==> config.mk <==
export PLATFORM = sky130hd
export DESIGN_NAME = sdram_arbiter_flat
export DESIGN_NICKNAME = d
export VERILOG_FILES = /design/src/rtl/sdram_arb_pkg.sv /design/src/rtl/sdram_arbiter_if.sv /design/src/rtl/sdram_addr_ptr.sv /design/src/rtl/sdram_arbiter.sv /design/src/flat_wrapper.sv
export SDC_FILE = /design/constraint.sdc
export NUM_CORES = 1
export LEC_CHECK = 0
export BUFFER_PORTS_ARGS = -buffer_cell sky130_fd_sc_hd__buf_2
export CAP_MARGIN = 20
export CORE_MARGIN = 3
export CORE_UTILIZATION = 40
export CTS_CLUSTER_DIAMETER = 120
export DETAILED_ROUTE_END_ITERATION = 16
export PLACE_DENSITY = 0.74
export SETUP_SLACK_MARGIN = 0.02
export SYNTH_ARGS = -nofsm -noshare
export SYNTH_HDL_FRONTEND = slang
export SYNTH_SLANG_ARGS = --single-unit
==> constraint.sdc <==
create_clock -name clk -period 4.25 [get_ports clk]
set_input_delay 1.275 -clock clk [delete_from_list [all_inputs] [get_ports clk]]
set_output_delay 1.275 -clock clk [all_outputs]
set_load 0.02 [all_outputs]
==> src/rtl/sdram_arb_pkg.sv <==
// Shared types and defaults for the SDRAM command scheduler.
package sdram_arb_pkg;

    localparam int ADDR_W_DEF = 24;
    localparam int LEN_W_DEF  = 10;

    typedef enum logic [1:0] {
        CMD_REF = 2'd0,
        CMD_WR  = 2'd1,
        CMD_RD  = 2'd2
    } cmd_e;

    typedef enum logic [1:0] {
        ST_IDLE  = 2'd0,
        ST_ISSUE = 2'd1,
        ST_BUSY  = 2'd2
    } state_e;

endpackage

==> src/rtl/sdram_arbiter_if.sv <==
// Command handshake between the scheduler (master) and the SDRAM command engine (slave).
interface sdram_arbiter_if
    import sdram_arb_pkg::*;
#(
    parameter int ADDR_W = ADDR_W_DEF,
    parameter int LEN_W  = LEN_W_DEF
);
    logic              cmd_req;
    cmd_e              cmd_type;
    logic [ADDR_W-1:0] cmd_addr;
    logic [LEN_W-1:0]  cmd_len;
    logic              cmd_ack;
    logic              cmd_done;

    modport master (
        output cmd_req, cmd_type, cmd_addr, cmd_len,
        input  cmd_ack, cmd_done
    );

    modport slave (
        input  cmd_req, cmd_type, cmd_addr, cmd_len,
        output cmd_ack, cmd_done
    );
endinterface

==> src/rtl/sdram_addr_ptr.sv <==
// Wrapping SDRAM burst address pointer for one channel; a load overrides a completion.
module sdram_addr_ptr
    import sdram_arb_pkg::*;
#(
    parameter int ADDR_W = ADDR_W_DEF,
    parameter int LEN_W  = LEN_W_DEF
) (
    input  logic              clk,
    input  logic              rst_n,
    input  logic              load,
    input  logic              done,
    input  logic [ADDR_W-1:0] min_addr,
    input  logic [ADDR_W-1:0] max_addr,
    input  logic [LEN_W-1:0]  len,
    output logic [ADDR_W-1:0] ptr
);
    // One extra bit so a burst ending past the top of the address space still wraps.
    logic [ADDR_W:0] nxt;

    assign nxt = {1'b0, ptr} + (ADDR_W+1)'(len);

    always_ff @(posedge clk or negedge rst_n) begin
        if (!rst_n) begin
            ptr <= '0;
        end else if (load) begin
            ptr <= min_addr;
        end else if (done) begin
            ptr <= (nxt >= {1'b0, max_addr}) ? min_addr : nxt[ADDR_W-1:0];
        end
    end
endmodule

==> src/rtl/sdram_arbiter.sv <==
// SDRAM command scheduler: refresh timer, write/read burst selection, request/ack/done handshake.
// Define SDRAM_ARB_RR_EN to alternate write and read grants; otherwise write has priority.
module sdram_arbiter
    import sdram_arb_pkg::*;
#(
    parameter int REF_PERIOD = 781,
    parameter int FIFO_DEPTH = 1024,
    parameter int ADDR_W     = ADDR_W_DEF,
    parameter int LEN_W      = LEN_W_DEF
) (
    input  logic              clk,
    input  logic              rst_n,
    input  logic              sdram_init_done,
    input  logic [LEN_W:0]    wr_fifo_level,
    input  logic [LEN_W:0]    rd_fifo_level,
    input  logic [ADDR_W-1:0] wr_min_addr,
    input  logic [ADDR_W-1:0] wr_max_addr,
    input  logic [ADDR_W-1:0] rd_min_addr,
    input  logic [ADDR_W-1:0] rd_max_addr,
    input  logic [LEN_W-1:0]  wr_len,
    input  logic [LEN_W-1:0]  rd_len,
    input  logic              wr_load,
    input  logic              rd_load,
    input  logic              sdram_read_valid,
    sdram_arbiter_if.master   cmd,
    output logic              ref_overrun
);
    localparam int TMR_W = $clog2(REF_PERIOD);
    localparam logic [TMR_W-1:0] TMR_RELOAD = TMR_W'(REF_PERIOD - 1);
    localparam logic [LEN_W+1:0] RD_SPACE   = (LEN_W+2)'(FIFO_DEPTH);
    localparam int CH_WR = 0;
    localparam int CH_RD = 1;

    state_e                 state;
    logic [TMR_W-1:0]       tmr;
    logic                   ref_pending;
    logic                   tmr_expire;
    logic                   acked;
    logic                   cmd_fin;
    logic                   wr_elig;
    logic                   rd_elig;
    logic                   grant_wr;
    logic [LEN_W+1:0]       rd_sum;
    logic [1:0][ADDR_W-1:0] ptr;
    logic [1:0][ADDR_W-1:0] ptr_min;
    logic [1:0][ADDR_W-1:0] ptr_max;
    logic [1:0][LEN_W-1:0]  ptr_len;
    logic [1:0]             ptr_load;
    logic [1:0]             ptr_done;

    assign wr_elig    = wr_fifo_level >= {1'b0, wr_len};
    assign rd_sum     = {1'b0, rd_fifo_level} + {2'b00, rd_len};
    assign rd_elig    = sdram_read_valid && (rd_sum <= RD_SPACE);
    assign tmr_expire = sdram_init_done && (tmr == '0);
    assign acked      = (state == ST_ISSUE) && sdram_init_done && cmd.cmd_ack;
    // Ack and done may coincide; both complete the command.
    assign cmd_fin    = cmd.cmd_done && ((state == ST_BUSY) || acked);

    assign ptr_min  = {rd_min_addr, wr_min_addr};
    assign ptr_max  = {rd_max_addr, wr_max_addr};
    assign ptr_len  = {rd_len, wr_len};
    assign ptr_load = {rd_load, wr_load};
    assign ptr_done = {cmd_fin && (cmd.cmd_type == CMD_RD),
                       cmd_fin && (cmd.cmd_type == CMD_WR)};

    for (genvar c = 0; c < 2; c++) begin : g_ptr
        sdram_addr_ptr #(.ADDR_W(ADDR_W), .LEN_W(LEN_W)) u_ptr (
            .clk      (clk),
            .rst_n    (rst_n),
            .load     (ptr_load[c]),
            .done     (ptr_done[c]),
            .min_addr (ptr_min[c]),
            .max_addr (ptr_max[c]),
            .len      (ptr_len[c]),
            .ptr      (ptr[c])
        );
    end

`ifdef SDRAM_ARB_RR_EN
    logic last_was_wr;

    always_comb begin
        grant_wr = wr_elig && (!rd_elig || !last_was_wr);
    end

    always_ff @(posedge clk or negedge rst_n) begin
        if (!rst_n) begin
            last_was_wr <= 1'b0;
        end else if ((state == ST_IDLE) && sdram_init_done && !ref_pending
                     && (wr_elig || rd_elig)) begin
            last_was_wr <= grant_wr;
        end
    end
`else
    always_comb begin
        grant_wr = wr_elig;
    end
`endif

    always_ff @(posedge clk or negedge rst_n) begin
        if (!rst_n) begin
            tmr         <= TMR_RELOAD;
            ref_pending <= 1'b0;
            ref_overrun <= 1'b0;
        end else begin
            if (sdram_init_done) begin
                tmr <= (tmr == '0) ? TMR_RELOAD : tmr - 1'b1;
            end
            // A fresh expiry outranks the ack of the previous refresh.
            if (tmr_expire) begin
                ref_pending <= 1'b1;
                if (ref_pending) ref_overrun <= 1'b1;
            end else if (acked && (cmd.cmd_type == CMD_REF)) begin
                ref_pending <= 1'b0;
            end
        end
    end

    always_ff @(posedge clk or negedge rst_n) begin
        if (!rst_n) begin
            state        <= ST_IDLE;
            cmd.cmd_req  <= 1'b0;
            cmd.cmd_type <= CMD_REF;
            cmd.cmd_addr <= '0;
            cmd.cmd_len  <= '0;
        end else begin
            case (state)
                ST_IDLE: begin
                    if (sdram_init_done && (ref_pending || wr_elig || rd_elig)) begin
                        state       <= ST_ISSUE;
                        cmd.cmd_req <= 1'b1;
                        if (ref_pending) begin
                            cmd.cmd_type <= CMD_REF;
                            cmd.cmd_addr <= '0;
                            cmd.cmd_len  <= '0;
                        end else if (grant_wr) begin
                            cmd.cmd_type <= CMD_WR;
                            cmd.cmd_addr <= ptr[CH_WR];
                            cmd.cmd_len  <= wr_len;
                        end else begin
                            cmd.cmd_type <= CMD_RD;
                            cmd.cmd_addr <= ptr[CH_RD];
                            cmd.cmd_len  <= rd_len;
                        end
                    end
                end
                ST_ISSUE: begin
                    if (!sdram_init_done) begin
                        state       <= ST_IDLE;
                        cmd.cmd_req <= 1'b0;
                    end else if (cmd.cmd_ack) begin
                        cmd.cmd_req <= 1'b0;
                        state       <= cmd.cmd_done ? ST_IDLE : ST_BUSY;
                    end
                end
                ST_BUSY: begin
                    if (cmd.cmd_done) state <= ST_IDLE;
                end
                default: begin
                    state       <= ST_IDLE;
                    cmd.cmd_req <= 1'b0;
                end
            endcase
        end
    end
endmodule

==> src/flat_wrapper.sv <==
// flat-port wrapper written by rule: the top's interface ports become plain ports
module sdram_arbiter_flat import sdram_arb_pkg::*;
#(
    parameter int REF_PERIOD = 781,
    parameter int FIFO_DEPTH = 1024,
    parameter int ADDR_W     = ADDR_W_DEF,
    parameter int LEN_W      = LEN_W_DEF
)
  (clk, rst_n, sdram_init_done, wr_fifo_level, rd_fifo_level, wr_min_addr, wr_max_addr, rd_min_addr, rd_max_addr, wr_len, rd_len, wr_load, rd_load, sdram_read_valid, ref_overrun, cmd_cmd_req, cmd_cmd_type, cmd_cmd_addr, cmd_cmd_len, cmd_cmd_ack, cmd_cmd_done);
  sdram_arbiter_if #(.ADDR_W(ADDR_W), .LEN_W(LEN_W)) cmd_i ();
  input  logic clk;
  input  logic rst_n;
  input  logic sdram_init_done;
  input  logic [LEN_W:0] wr_fifo_level;
  input  logic [LEN_W:0] rd_fifo_level;
  input  logic [ADDR_W-1:0] wr_min_addr;
  input  logic [ADDR_W-1:0] wr_max_addr;
  input  logic [ADDR_W-1:0] rd_min_addr;
  input  logic [ADDR_W-1:0] rd_max_addr;
  input  logic [LEN_W-1:0] wr_len;
  input  logic [LEN_W-1:0] rd_len;
  input  logic wr_load;
  input  logic rd_load;
  input  logic sdram_read_valid;
  output logic ref_overrun;
  output wire logic [$bits(cmd_i.cmd_req)-1:0] cmd_cmd_req;
  output wire logic [$bits(cmd_i.cmd_type)-1:0] cmd_cmd_type;
  output wire logic [$bits(cmd_i.cmd_addr)-1:0] cmd_cmd_addr;
  output wire logic [$bits(cmd_i.cmd_len)-1:0] cmd_cmd_len;
  input wire logic [$bits(cmd_i.cmd_ack)-1:0] cmd_cmd_ack;
  input wire logic [$bits(cmd_i.cmd_done)-1:0] cmd_cmd_done;
  assign cmd_cmd_req = cmd_i.cmd_req;
  assign cmd_cmd_type = cmd_i.cmd_type;
  assign cmd_cmd_addr = cmd_i.cmd_addr;
  assign cmd_cmd_len = cmd_i.cmd_len;
  assign cmd_i.cmd_ack = cmd_cmd_ack;
  assign cmd_i.cmd_done = cmd_cmd_done;
  sdram_arbiter #(.REF_PERIOD(REF_PERIOD), .FIFO_DEPTH(FIFO_DEPTH), .ADDR_W(ADDR_W), .LEN_W(LEN_W)) u_core (.clk(clk), .rst_n(rst_n), .sdram_init_done(sdram_init_done), .wr_fifo_level(wr_fifo_level), .rd_fifo_level(rd_fifo_level), .wr_min_addr(wr_min_addr), .wr_max_addr(wr_max_addr), .rd_min_addr(rd_min_addr), .rd_max_addr(rd_max_addr), .wr_len(wr_len), .rd_len(rd_len), .wr_load(wr_load), .rd_load(rd_load), .sdram_read_valid(sdram_read_valid), .cmd(cmd_i), .ref_overrun(ref_overrun));
endmodule
== Yosys cells after proc, flatten, opt, wreduce, memory -nomap -nowiden ==
Cells that the tools add are included.

* Logic and storage cells: 73
* Register bits after elaboration: 99

* Add/subtract/negate cells: 4
* Bitwise operators: 1
* $lt $le $gt $ge: 4
* Multiplexer cells: 25
* Reductions and logical operators: 22
* Equality and inequality tests: 7

{| class="wikitable"
|+ Operator list
! operator !! number
|-
| $mux W24 || 8
|-
| $add A24 B10 Y25 || 2
|-
| $ge A25 B24 Y1 || 2
|-
| $mux W10 || 3
|-
| $mux W2 || 7
|-
| $add A11 B10 Y12 || 1
|-
| $le A12 B11 Y1 const B || 1
|-
| $ge A11 B10 Y1 || 1
|-
| $logic_not A10 Y1 || 1
|-
| $sub A10 B1 Y10 const B || 1
|-
| $logic_and A1 B1 Y1 || 9
|-
| $pmux W2 S3 || 1
|-
| $reduce_and A3 Y1 || 2
|-
| $reduce_bool A2 Y1 || 3
|-
| $mux W1 || 5
|-
| $eq A2 B1 Y1 const B || 2
|-
| $eq A2 B2 Y1 const B || 2
|-
| $logic_not A2 Y1 || 2
|-
| $reduce_and A2 Y1 || 2
|-
| $logic_or A1 B1 Y1 || 3
|-
| $ne A3 B3 Y1 const B || 1
|-
| $pmux W1 S3 || 1
|-
| $ne A2 B1 Y1 const B || 1
|-
| $ne A2 B2 Y1 const B || 1
|-
| $not A1 Y1 || 1
|}

== Longest topological paths before layout ==
* Word-level depth: 8
* Gate-level depth with buffers: 19
* Depth with buffers taken out: 17

== Modules after synthesis ==
From an unflattened synthesis, not the netlist that was laid out.

* Cell total of the unflattened synthesis: 998
* Area total of the unflattened synthesis: 8753.4 um2

{| class="wikitable"
|+ Modules (own cells, without submodules)
! module !! cells an instance !! seq. area each (um2) !! instances !! area each (um2)
|-
| sdram_arbiter || 344 || 1281.2 || 1 || 3450.8
|-
| sdram_addr_ptr (u_core.g_ptr[1].u_ptr) || 340 || 600.6 || 1 || 2682.6
|-
| sdram_addr_ptr (u_core.g_ptr[0].u_ptr) || 314 || 600.6 || 1 || 2620.0
|}

== Worst setup path before layout ==
OpenSTA, ideal clock, no wires.

* Path type: input port to flip-flop
* From: input port wr_len[0]
* To: register u_core.g_ptr[0].u_ptr.ptr[15]
* Buffers on the path: 0
* Data required time: 4178 ps
* Setup time: 72 ps
* Stages: 16
* Path slack: -695 ps
* Arrival time: 4873 ps
* Cells stage by stage: ha_1 fa_1 a211oi_1 o211a_1 o41a_4 nor2_4 and3_1 xnor2_1 ha_1 a21oi_1 o21ai_0 a2111oi_0 o211a_1 o31ai_4 or4b_2 nand4b_1

* Longest elaborated chain between the ends: 5

{| class="wikitable"
|+ Ends and longest elaborated chain
! element !! line !! source
|-
| from (decl) || flat_wrapper.sv:20 || <nowiki>input logic [LEN_W-1:0] wr_len;</nowiki>
|-
| $add A24 B10 Y25 * || sdram_addr_ptr.sv:20 || <nowiki>assign nxt = {1'b0, ptr} + (ADDR_W+1)'(len);</nowiki>
|-
| $ge A25 B24 Y1 || sdram_addr_ptr.sv:28 || <nowiki>ptr <= (nxt >= {1'b0, max_addr}) ? min_addr : nxt[ADDR_W-1:0];</nowiki>
|-
| $mux W24 * || sdram_addr_ptr.sv:28 ||
|-
| $mux W24 * || sdram_addr_ptr.sv:27 || <nowiki>end else if (done) begin</nowiki>
|-
| $mux W24 * || sdram_addr_ptr.sv:25 || <nowiki>end else if (load) begin</nowiki>
|-
| to (signal assigned) || sdram_addr_ptr.sv:26 || <nowiki>ptr <= min_addr;</nowiki>
|-
| to (signal assigned) || sdram_addr_ptr.sv:28 ||
|-
| to (decl) || sdram_addr_ptr.sv:15 || <nowiki>output logic [ADDR_W-1:0] ptr</nowiki>
|}

Every way passes the cells marked *; elsewhere a longest branch is shown, timed or not. The select of a mux whose other input is x is not followed.
A chain may end at the register's enable or synchronous reset.

== Final worst setup path ==
* From: input port wr_len[0]
* To: register u_core.g_ptr[0].u_ptr.ptr[23]

The elaborated chain is that of the path after synthesis.

==> Flow_metrics.wiki <==
{| class="wikitable"
! Metric !! Value
|-
| Total area of multi-input combinational cells || 6240 um2
|-
| Fraction of layout cells with a size suffix above 1 || 41.7%
|-
| Per-cell via count in the routed design || 5.62
|-
| Half-perimeter wire length of the detailed placement result || 21.1 mm
|-
| Later-pin clock latency in the skew report || 0.37 ns
|-
| Number of enable-type register cells in the synthesized netlist || 0
|-
| Total Routed Length || 29.1 mm
|-
| Remaining antenna violation count after routing || 0
|-
| Number of cells in the finished layout apart from fillers || 1546
|-
| Failing checks || setup timing
|-
| Final critical path time including I/O delays and setup || 4.63 ns
|-
| Antenna fix cells || 0
|-
| Die Height || 150 um
|-
| Area grow syn2layout || 47.9%
|-
| Pin slew with the least headroom to its limit || 0.927 ns
|-
| Switching power || 0.00307 W
|-
| Capturing element type of the critical path || flip-flop
|-
| Design Power || 0.00701 W
|-
| Number of antenna violations at the first check in global routing || 0
|-
| Std cell rows || 51
|-
| Portion of total power attributed to combinational logic || 61.0%
|-
| Data required time of the worst path || 4.55 ns
|-
| Worst clock skew on the final layout || 0.0122 ns
|-
| Worst vdd ir || 0.000275 V
|-
| Fmax || 216 MHz
|-
| Pre-CTS setup slack || -0.864 ns
|-
| Data arrival at the endpoint of the critical path || 4.93 ns
|-
| Cell count after placement || 1488
|-
| Highest-count cells in the layout ignoring fill and taps || sky130_fd_sc_hd__buf_2 (176), sky130_fd_sc_hd__buf_4 (146), sky130_fd_sc_hd__dfrtp_1 (95)
|-
| Placer Congestion || 0.905
|-
| Clock slew at the register clock pins of the worst setup and hold paths || 0.07 ns
|-
| Syn Nets || 1186
|-
| DRC Markers || 0
|-
| Normalized max-slew margin || 37.9%
|-
| Cells along the critical path || buf_8 > ha_4 > fa_2 > a211oi_2 > o211a_1 > o41a_4 > nor2_4 > and3_4 > xnor2_4 > ha_4 > a21oi_2 > o21ai_2 > buf_4 > a2111oi_4 > o211a_4 > buf_12 > o31ai_4 > buf_4 > or4_4 > nand4_1
|-
| Worst Path Buf+Inv || 4
|-
| Boundary Pins || 184
|-
| Primary flip-flop cell chosen by synthesis mapping || sky130_fd_sc_hd__dfrtp_1
|-
| Startpoint class of the critical path || primary input
|-
| Count of hold-fix buffers inserted at cts || 0
|-
| Leak pwr || 5.92 nW
|-
| Number of clock buffers inserted by TritonCTS || 9
|-
| Fill cell count || 1604
|-
| Setup Crit Path Kind || in -> reg
|-
| Sinks on the clock net || 99
|-
| Largest cells by area after synthesis || sky130_fd_sc_hd__dfrtp_1 (29%), sky130_fd_sc_hd__ha_1 (14%), sky130_fd_sc_hd__nand2_1 (3.7%)
|-
| Synthesized area per cell || 8.69 um2
|-
| Starting density of the core || 41.5%
|-
| Largest delay share family, worst path || compound AO/OA/AOI/OAI gates
|-
| Full die area || 22400 um2
|-
| Overall routing resource usage || 24.2%
|-
| First-pass iteration count of the detailed router || 5
|-
| RSZ-0062 raised after global routing || true
|-
| Hold Violations, Final || 0
|-
| Proportion of power drawn by flip-flops and latches || 26.5%
|-
| Fraction of the cycle the final worst path needs || 109%
|-
| I/O Buffers || 183
|-
| Netlist area before placement || 8240 um2
|-
| Critical path's slowest cell || sky130_fd_sc_hd__or4_4
|-
| CP max stage delay || 0.41 ns
|-
| Synth unique cells || 78
|-
| Maximum root-to-sink buffer count || 2
|-
| Result of the run || complete, but fails checks
|-
| Floorplan die width || 150 um
|-
| Number of standard cells after synthesis || 948
|-
| Total number of H-tree levels || 3
|-
| Total of max-cap violations || 0
|-
| Final TNS setup || -10.53 ns
|-
| Max Fanout on Critical Path || 5
|-
| Most common cell after layout, fill and taps aside || sky130_fd_sc_hd__buf_2
|-
| Layout net count || 1514
|-
| Synth top area share || 28.9%
|-
| Fraction of the yosys area taken by sequential cells || 30.1%
|-
| Final max-slew violation count || 0
|-
| Largest net degree at the start of global routing || 52
|-
| Share of total power in the clock network || 12.5%
|-
| Congestion Overflow GR || 0
|-
| Number of endpoints failing setup at the final stage || 48
|-
| Worst min-delay path category || reg -> reg
|-
| Starting DRC count in detailed routing || 665
|-
| Via count of the first global-routing pass || 8237
|-
| Routed WL per cell || 18.8 um
|-
| Worst setup margin || -0.379 ns
|-
| Root buffer cell || sky130_fd_sc_hd__clkbuf_16
|-
| Async set-reset flop share out of synthesis || 100%
|-
| Cell taking the most area after synthesis || sky130_fd_sc_hd__dfrtp_1
|-
| Final Util || 61.4%
|-
| PwrDens || 575 nW/um2
|-
| Area taken by flip-flops and latches || 2480 um2
|-
| CTS tree || done
|-
| Sw Share || 43.8%
|-
| Yosys Warn Count || 0
|-
| Standard cell core area || 19800 um2
|-
| Flip-flop and latch count after synthesis || 99
|-
| Internal power of the cells || 0.00394 W
|-
| Vias post-DR || 8684
|-
| Wire length of the first global-routing pass || 43.1 mm
|}
==> worst register-to-register path: cells and delay by family, from the launching register on <==
family / cells / cell delay (ns)
AO/OA/AOI/OAI: 8 / 1.57
adder cells (fa/ha/maj): 2 / 0.51
buffers and inverters: 3 / 0.42
flip-flops: 1 / 0.53
AND/OR/NAND/NOR: 4 / 0.87
XOR/XNOR: 1 / 0.13
==> cell usage after synthesis (8+ instances only) <==
| master | number |
|---|---|
| sky130_fd_sc_hd__a21oi_1 | 59 |
| sky130_fd_sc_hd__nand4_1 | 20 |
| sky130_fd_sc_hd__xnor2_1 | 32 |
| sky130_fd_sc_hd__nor3_1 | 17 |
| sky130_fd_sc_hd__dfrtp_1 | 95 |
| sky130_fd_sc_hd__nand3_1 | 51 |
| sky130_fd_sc_hd__and2_1 | 25 |
| sky130_fd_sc_hd__buf_2 | 8 |
| sky130_fd_sc_hd__ha_1 | 89 |
| sky130_fd_sc_hd__nor2b_1 | 11 |
| sky130_fd_sc_hd__nor4_1 | 23 |
| sky130_fd_sc_hd__clkbuf_1 | 23 |
| sky130_fd_sc_hd__nor2_1 | 50 |
| sky130_fd_sc_hd__nand2_1 | 81 |
| sky130_fd_sc_hd__o21ai_0 | 48 |
| sky130_fd_sc_hd__a221o_1 | 29 |
| sky130_fd_sc_hd__a21o_1 | 14 |
| sky130_fd_sc_hd__xor2_1 | 18 |
| sky130_fd_sc_hd__or4_1 | 13 |
| sky130_fd_sc_hd__inv_1 | 78 |
| sky130_fd_sc_hd__mux2i_1 | 16 |
| sky130_fd_sc_hd__and3_1 | 10 |
==> worst paths after layout <==
check,slack (ns),depth (start not counted),end,start
setup / recovery,-0.38,20,u_core.g_ptr[0].u_ptr.ptr[23],wr_len[0]
hold / removal,0.46,1,u_core.ref_overrun,u_core.ref_overrun
setup reg to reg,0.16,18,u_core.g_ptr[0].u_ptr.ptr[23],u_core.g_ptr[0].u_ptr.ptr[1]
hold reg to reg,0.46,1,u_core.ref_overrun,u_core.ref_overrun
max in group asynchronous,2.56,2,u_core.tmr[8],rst_n
min in group asynchronous,0.93,1,u_core.g_ptr[1].u_ptr.ptr[15],rst_n
==> stage by stage <==
step                cell area (um2)  hold WS, ns
floorplan                      8490        0.467
global placement              10600        0.440
detailed placement            10600        0.444
CTS                           11500        0.461
global route                  12200        0.485
finish                        12200        0.458
==> repair_timing <==
item | 4_1_cts | 5_1_grt
pin swaps | 57 | 61
resized for setup | 76 | 114
setup endpoints to repair | 48 | 48
buffers inserted | 23 | 16
gates cloned | 4 | 3
==> power by group through the flow <==
stage               Clock [W]  Combinational [W]  Sequential [W]
floorplan                   0            0.00206         0.00180
global placement            0            0.00334         0.00180
detailed placement          0            0.00345         0.00181
CTS                  0.000885            0.00380         0.00181
global route         0.000938            0.00462         0.00191
finish               0.000879            0.00427         0.00186
==> kinds of logic (layout without fill, tap and decap cells) <==
group	Yosys count	count (layout)	synth area share, %
muxes	17	17	2.08
DFF	99	99	30.1
and+or+nand+nor	333	333	21.0
xor gates and xnor gates	50	50	5.32
buffers and inverters	122	454	6.20
AOI/OAI and AO/OA	235	236	21.1
adders and majority gates	92	92	14.2
==> per-layer routing <==
metal  share of wire (%)  GRT usage, %
met2                  48          39.1
met3                 6.5          3.15
met1                  43          34.3
met5                   0             0
met4                 2.2          6.68
==> state kept, by name, indices dropped and copies added, names as in the netlist <==
name                    count
u_core.tmr                 10
u_core.cmd.cmd_addr        24
u_core.cmd.cmd_req          1
u_core.cmd.cmd_type         2
u_core.state                2
u_core.g_ptr.u_ptr.ptr     48
u_core.cmd.cmd_len         10
u_core.ref_pending          1
u_core.ref_overrun          1
==> cell type report <==
| type | count | area share (%) |
|---|---|---|
| Inverter | 79 | 2.43 |
| Timing Repair Buffer | 359 | 20.7 |
| Multi-Input combinational cell | 728 | 51.2 |
| Clock inverter | 6 | 0.606 |
| Clock buffer | 10 | 1.96 |
| Tap cell | 265 | 2.72 |
| Sequential cell | 99 | 20.4 |
Power figures use the tool's default switching activity.
